==> src/rtl/hazard_scoreboard.sv <==
// Decode-stage hazard detector: shadows EXE/MEM/WB destinations, flags RAW stalls
// against in-flight writers and counts stall cycles (saturating).
module hazard_scoreboard #(
  parameter int REG_W = 4,
  parameter int CNT_W = 16
) (
  input  logic             clk,
  input  logic             rst_n,
  input  logic             freeze,
  input  logic             branch_taken,
  input  logic             forward_en,
  input  logic             id_valid,
  input  logic [REG_W-1:0] src1,
  input  logic [REG_W-1:0] src2,
  input  logic             two_src,
  input  logic [REG_W-1:0] id_dest,
  input  logic             id_wb_en,
  input  logic             id_mem_read,
  output logic             hazard,
  output logic [REG_W-1:0] mem_dest,
  output logic             mem_wb_en_o,
  output logic [REG_W-1:0] wb_dest,
  output logic             wb_en_o,
  output logic [CNT_W-1:0] stall_count
);

  typedef struct packed {
    logic [REG_W-1:0] dest;
    logic             wb_en;
    logic             mem_read;
  } slot_t;

  slot_t            r_exe, r_mem, r_wb;
  logic [CNT_W-1:0] r_stall_cnt;

  slot_t w_id_slot;
  logic  w_use1, w_use2;
  logic  w_m1_exe, w_m1_mem, w_m2_exe, w_m2_mem;
  logic  w_hazard, w_bubble;

  assign w_id_slot = {id_dest, id_wb_en, id_mem_read};
  assign w_use1    = id_valid;
  assign w_use2    = id_valid && two_src;

  // WB is deliberately absent: the regfile writes in the first half-cycle.
  assign w_m1_exe = r_exe.wb_en && (r_exe.dest == src1);
  assign w_m1_mem = r_mem.wb_en && (r_mem.dest == src1);
  assign w_m2_exe = r_exe.wb_en && (r_exe.dest == src2);
  assign w_m2_mem = r_mem.wb_en && (r_mem.dest == src2);

  always_comb begin
    w_hazard = 1'b0;
    if (forward_en)
      w_hazard = r_exe.mem_read && ((w_use1 && w_m1_exe) || (w_use2 && w_m2_exe));
    else
      w_hazard = (w_use1 && (w_m1_exe || w_m1_mem)) ||
                 (w_use2 && (w_m2_exe || w_m2_mem));
  end

  assign w_bubble = w_hazard || branch_taken || !id_valid;

  always_ff @(posedge clk or negedge rst_n) begin
    if (!rst_n) begin
      r_exe       <= '0;
      r_mem       <= '0;
      r_wb        <= '0;
      r_stall_cnt <= '0;
    end else if (!freeze) begin
      r_wb  <= r_mem;
      r_mem <= r_exe;
      r_exe <= w_bubble ? slot_t'('0) : w_id_slot;
      if (w_hazard && !(&r_stall_cnt))
        r_stall_cnt <= r_stall_cnt + 1'b1;
    end
  end

  assign hazard      = w_hazard;
  assign mem_dest    = r_mem.dest;
  assign mem_wb_en_o = r_mem.wb_en;
  assign wb_dest     = r_wb.dest;
  assign wb_en_o     = r_wb.wb_en;
  assign stall_count = r_stall_cnt;

endmodule
==> config.mk <==
export PLATFORM = sky130hd
export DESIGN_NAME = hazard_scoreboard
export DESIGN_NICKNAME = d
export VERILOG_FILES = /design/src/rtl/hazard_scoreboard.sv
export SDC_FILE = /design/constraint.sdc
export NUM_CORES = 1
export LEC_CHECK = 0
export ABC_CLOCK_PERIOD_IN_PS = 1830
export CORE_ASPECT_RATIO = 1.5
export CORE_MARGIN = 2
export CORE_UTILIZATION = 53
export CTS_BUF_LIST = sky130_fd_sc_hd__clkbuf_4 sky130_fd_sc_hd__clkbuf_8 sky130_fd_sc_hd__clkbuf_16
export DETAILED_ROUTE_END_ITERATION = 10
export DONT_BUFFER_PORTS = 1
export GPL_TIMING_DRIVEN = 0
export PLACE_DENSITY_LB_ADDON = 0.25
export SLEW_MARGIN = 20
export SYNTH_ARGS = -nofsm -noshare
export SYNTH_HDL_FRONTEND = slang
export SYNTH_SLANG_ARGS = --single-unit
==> constraint.sdc <==
create_clock -name clk -period 1.83 [get_ports clk]
set_input_delay 0.183 -clock clk [delete_from_list [all_inputs] [get_ports clk]]
set_output_delay 0.183 -clock clk [all_outputs]
set_load 0.02 [all_outputs]
# Word-level counts from Yosys, hierarchy flattened
# Index checks and enable logic that the tools add are counted.
# classes
muxes	2
reduce_logical	21
eq_ne	4
n_addsub	1
bitwise_logic	1
# ops
op	n
16-bit by 1-bit adder with 16-bit output, second input constant	1
4-bit == test	4
16-bit AND reduction	1
1-bit logical AND	11
1-bit logical OR	6
6-bit two-way mux	1
1-bit zero test	2
2-bit AND reduction	1
1-bit two-way mux	1
1-bit inverter	1
# totals
wordCells	37
input_bits	21
reg_bits	32
output_inout_bits	27

# Depth between registers and ports, before layout
# logic_depth
word_depth	9
ltp_mapped	7
mapped_depth_nobuf	6

# Worst setup path after synthesis
# Ideal clock, no wire load.
# synth_path
path_kind	reg2out
startpoint	register r_mem (netlist bit mem_dest[1])
endpoint	output port hazard
t_required_ns	1.647
n_path_buf	0
path_stages_with_launch	6
arrival_time_ns	1.562
path_slack_ns	0.085
cell_sequence	dfrtp_1 -> xnor2_1 -> nand4_1 -> o22ai_2 -> nor2_1 -> nor2b_1
# synth_between
elab_chain_cells	6
word_cells_on_any_way	10
classes_between	eq/ne: 2; mux: 1; reduce/logical: 7
# synth_lines
element	line_no	text
from (decl)	33	slot_t r_exe, r_mem, r_wb;
from (signal assigned)	70	r_mem <= r_exe;
4-bit == test, on equally long branches	47, 49	
1-bit logical AND, on equally long branches	47, 49	
1-bit logical OR, on equally long branches	56, 57	
1-bit logical AND, on equally long branches	56, 57	
1-bit logical OR *	56	w_hazard = (w_use1 && (w_m1_exe || w_m1_mem)) ||
1-bit two-way mux *	53	if (forward_en)
to (decl)	19	output logic hazard,
# Mark *: on every way between the ends. The rest lies on a longest branch, timed or not.

# Worst setup path in the final report
# layout_path
startpoint	register r_mem (netlist bit mem_dest[0])
endpoint	register r_stall_cnt[14], in the netlist stall_count[14]
# layout_between
elab_chain_cells	8
word_cells_on_any_way	12
classes_between	eq/ne: 2; mux: 1; reduce/logical: 9
# layout_lines
element	line_no	text
4-bit == test, on equally long branches	47, 49	
1-bit logical AND, on equally long branches	47, 49	
1-bit logical OR, on equally long branches	56, 57	
1-bit logical AND, on equally long branches	56, 57	
1-bit logical OR *	56	
1-bit two-way mux *	53	
1-bit logical AND *	72	if (w_hazard && !(&r_stall_cnt))
2-bit AND reduction (no line) *	--	
to (signal assigned)	73	r_stall_cnt <= r_stall_cnt + 1'b1;
to (decl)	34	logic [CNT_W-1:0] r_stall_cnt;
# Marked as above.
# A chain may end at the register's enable or synchronous reset.

==> flow_metrics.py <==
metrics = {
    "outcome": {
        "outcome": "finished, violations left",
        "violations": "setup timing",
    },
    "setup_path": {
        "rrSetupSlack_ns": -0.02,
        "crit_buf_inv": 2,
        "max_stage_delay_ns": 0.50,
        "crit_path_end_kind": "register",
        "r2r_end": "stall_count[14]$_DFFE_PN0P_",
        "path_class": "register to register",
        "crit_chain": "xnor2_1 -> nand3_1 -> o22ai_4 -> buf_6 -> clkbuf_16 -> o211ai_1 -> xnor2_1",
        "endpoint": "stall_count[14]$_DFFE_PN0P_",
        "worst-path-stages": 7,
        "worstPathMaxFanout": 6,
        "worst_path_most_repeated_cell": "xnor2_1",
        "r2r_start": "mem_dest[0]$_DFFE_PN0N_",
        "reg2regPathDepth": 7,
        "cpMaxStageDelayCell": "dfrtp_2",
        "critPathTopFamily": "flip-flops",
        "cp-start-kind": "register",
        "critPathRequiredTime_ns": 1.99,
        "arrival_ns": 2.01,
        "startpoint": "mem_dest[0]$_DFFE_PN0N_",
    },
    "placement": {
        "io_buffers": 0,
        "routabilityCongestion": 0.831,
        "hpwl_um": 2580,
        "place_inst": 175,
    },
    "global_routing": {
        "grt_max_degree": 33,
        "grt_antenna_before_repair": 0,
        "track_usage_pct": 22.4,
        "grt_pass1_vias": 1284,
        "grt_remaining_overflow": 0,
        "grt_pass1_wl_um": 6130,
        "use_met1_pct": 23.0,
        "busiest_layer": "met2",
        "use_met3_pct": 6.58,
        "use_met2_pct": 41.3,
    },
    "floorplanning": {
        "dieArea_um2": 3580,
        "die_w_um": 49.5,
        "die_y_um": 72.3,
        "pin_count": 48,
        "num_rows": 24,
        "initial_core_util_pct": 56.0,
        "core_area_um2": 2940,
    },
    "timing": {
        "drv_slew": 0,
        "tightest_slew_ns": 0.468,
        "slew_headroom_pct": 68.8,
        "skew_ns": 0.00718,
        "fin_tns_setup_ns": -0.0292,
        "setup_slack_ns": -0.0189,
        "rsz0062_at_grt": "true",
        "period_minus_slack_ns": 1.85,
        "fin_crit_sh_pct": 101,
        "finalSetupViolCount": 2,
        "fmax_ghz": 0.541,
        "timing_hold_violations_final": 0,
    },
    "layout": {
        "diodes": 0,
        "drive_gt1_share_pct": 42.9,
        "fin_nets": 175,
        "final_common_cell": "xnor2_1",
        "final_cell_mix": "23 x xnor2_1, 19 x dfrtp_1, 13 x dfrtp_2",
        "instances_no_fill": 193,
        "area_delta_synth_final_pct": 26.8,
    },
    "cts": {
        "root_buffer": "clkbuf_8",
        "clk_pin_slew_ns": 0.06,
        "cts_max_path_buffers": 2,
        "cts_buffers": 5,
        "cts.sink_count": 32,
        "htreeDepth": 2,
        "clk_latency_ns": 0.28,
        "cts_tree": "built",
    },
    "route": {
        "initialDrtViolationCount": 25,
        "vias": 1223,
        "drt-total-wl_um": 4170,
        "postRouteAntennaNets": 0,
        "routedWlPerCell_um": 21.6,
        "drc": 0,
        "firstDrtPassIters": 4,
        "viasPerCell": 6.34,
    },
    "synth": {
        "ys_seq_elements": 32,
        "synth_xor_area_share_pct": 16.5,
        "synth.cell_area_um2": 1650,
        "syn-num-nets": 158,
        "avgSynthCellArea_um2": 12.1,
        "yosys.area_share.simple_pct": 9.71,
        "syn_inst": 136,
        "ys_seq_area_share_pct": 48.6,
        "synth_top_family_by_area": "XOR/XNOR gates",
        "synthAdderAreaFrac_pct": 0.759,
        "yosysWarnings": 0,
        "synth_compound_area_share_pct": 14.4,
        "synthMuxAreaShare_pct": 7.51,
        "ys_types": 27,
    },
    "pwr": {
        "p_per_area_nw_per_um2": 792,
        "p_total_uw": 1660,
        "irDropWorstVdd_mv": 0.608,
        "p_leak_uw": 0.000831,
    },
    "job": {
        "maxCapViolCount": 0,
    },
    "min_path": {
        "min_from": "id_wb_en",
        "min_path_type": "primary input to register",
    },
}
## metrics by stage
step                      setup WS (ns)  hold WS [ns]  utilization [%]  instance area [µm²]
after CTS                       -0.0263        0.0549             65.4                 1920
after detailed placement         -0.215        -0.112             57.7                 1700
after floorplan                  0.0854        -0.113                -                 1650
after global routing            -0.0879        0.0677             71.0                 2090
after global placement           -0.189        -0.112             57.7                 1700
final                           -0.0189        0.0635             71.0                 2090
## synth_stat cells (all sizes together)
cell     count  area share, %
o22ai        2            1.5
o211ai       9            4.1
nand3        3           0.91
ha           1           0.76
and2b        1           0.46
mux2        11            7.5
nor2         5            1.1
a32o         6            3.6
inv          1           0.23
o21ai        2           0.83
and2         1           0.38
a31oi        1           0.76
dfrtp       32             49
nand4        5            1.9
o2111ai      6            3.6
nor2b        1           0.38
nor3         1           0.61
nand2        4           0.91
xnor2       31             16
and3         7            2.7
nand2b       1           0.38
buf          5            2.4
## worst min path at each step
stage | end | slack (ns) | cells past startpoint
global route | r_exe[4]$_DFFE_PN0N_ | 0.07 | 1
finish | r_exe[1]$_DFFE_PN0N_ | 0.06 | 1
global placement | wb_en_o$_DFFE_PN0N_ | -0.11 | 0
CTS | r_exe[5]$_DFFE_PN0N_ | 0.05 | 1
floorplan | mem_dest[0]$_DFFE_PN0N_ | -0.11 | 0
detailed placement | wb_dest[3]$_DFFE_PN0N_ | -0.11 | 0
## area by class of cell
class,count,area [µm²]
clock buffer,6,76.3
fill,208,852
sequential,32,817
tap,39,48.8
timing repair buffer,10,119
clock inverter,2,35.0
buffer,5,50.0
multi-input combinational,98,941
inverter,1,3.75
## sequential cells by signal, summed over array words and instances (netlist names)
name	flops
r_exe	6
wb_en_o	1
mem_dest	4
stall_count	16
mem_wb_en_o	1
wb_dest	4
## cell families after synthesis
group	Yosys count
simple gates	29
buf+inv	6
compound gates	26
flops	32
xor+xnor	31
fa+ha+maj	1
mux	11
## worst register-to-register path, cell delays in order (launching register included)
cell and delay, ns:
dfrtp_2 0.50, xnor2_1 0.26, nand3_1 0.16, o22ai_4 0.21, buf_6 0.18, clkbuf_16 0.15, o211ai_1 0.12, xnor2_1 0.15
## power by group
group	internal [µW]	switching, µW
logic	90.5	73.2
clock network	418	255
registers	743	76.9
total	1250	405
## timing repair
item | 4_1_cts | 5_1_grt
hold buffers | 2 | 0
resized for setup | 18 | 24
endpoints found under the hold margin | 32 | 0
pin swaps | 3 | 24
gates cloned | 0 | 2
setup endpoints to repair | 22 | 13
buffers inserted | 2 | 4
## per-layer routing
| layer | wire length (µm) | part of all wire (%) |
|---|---|---|
| met1 | 1490 | 36 |
| met2 | 2340 | 56 |
| met3 | 253 | 6.1 |
| met4 | 82 | 2.0 |
| met5 | 0 | 0 |
(Power assumes the default switching activity.)
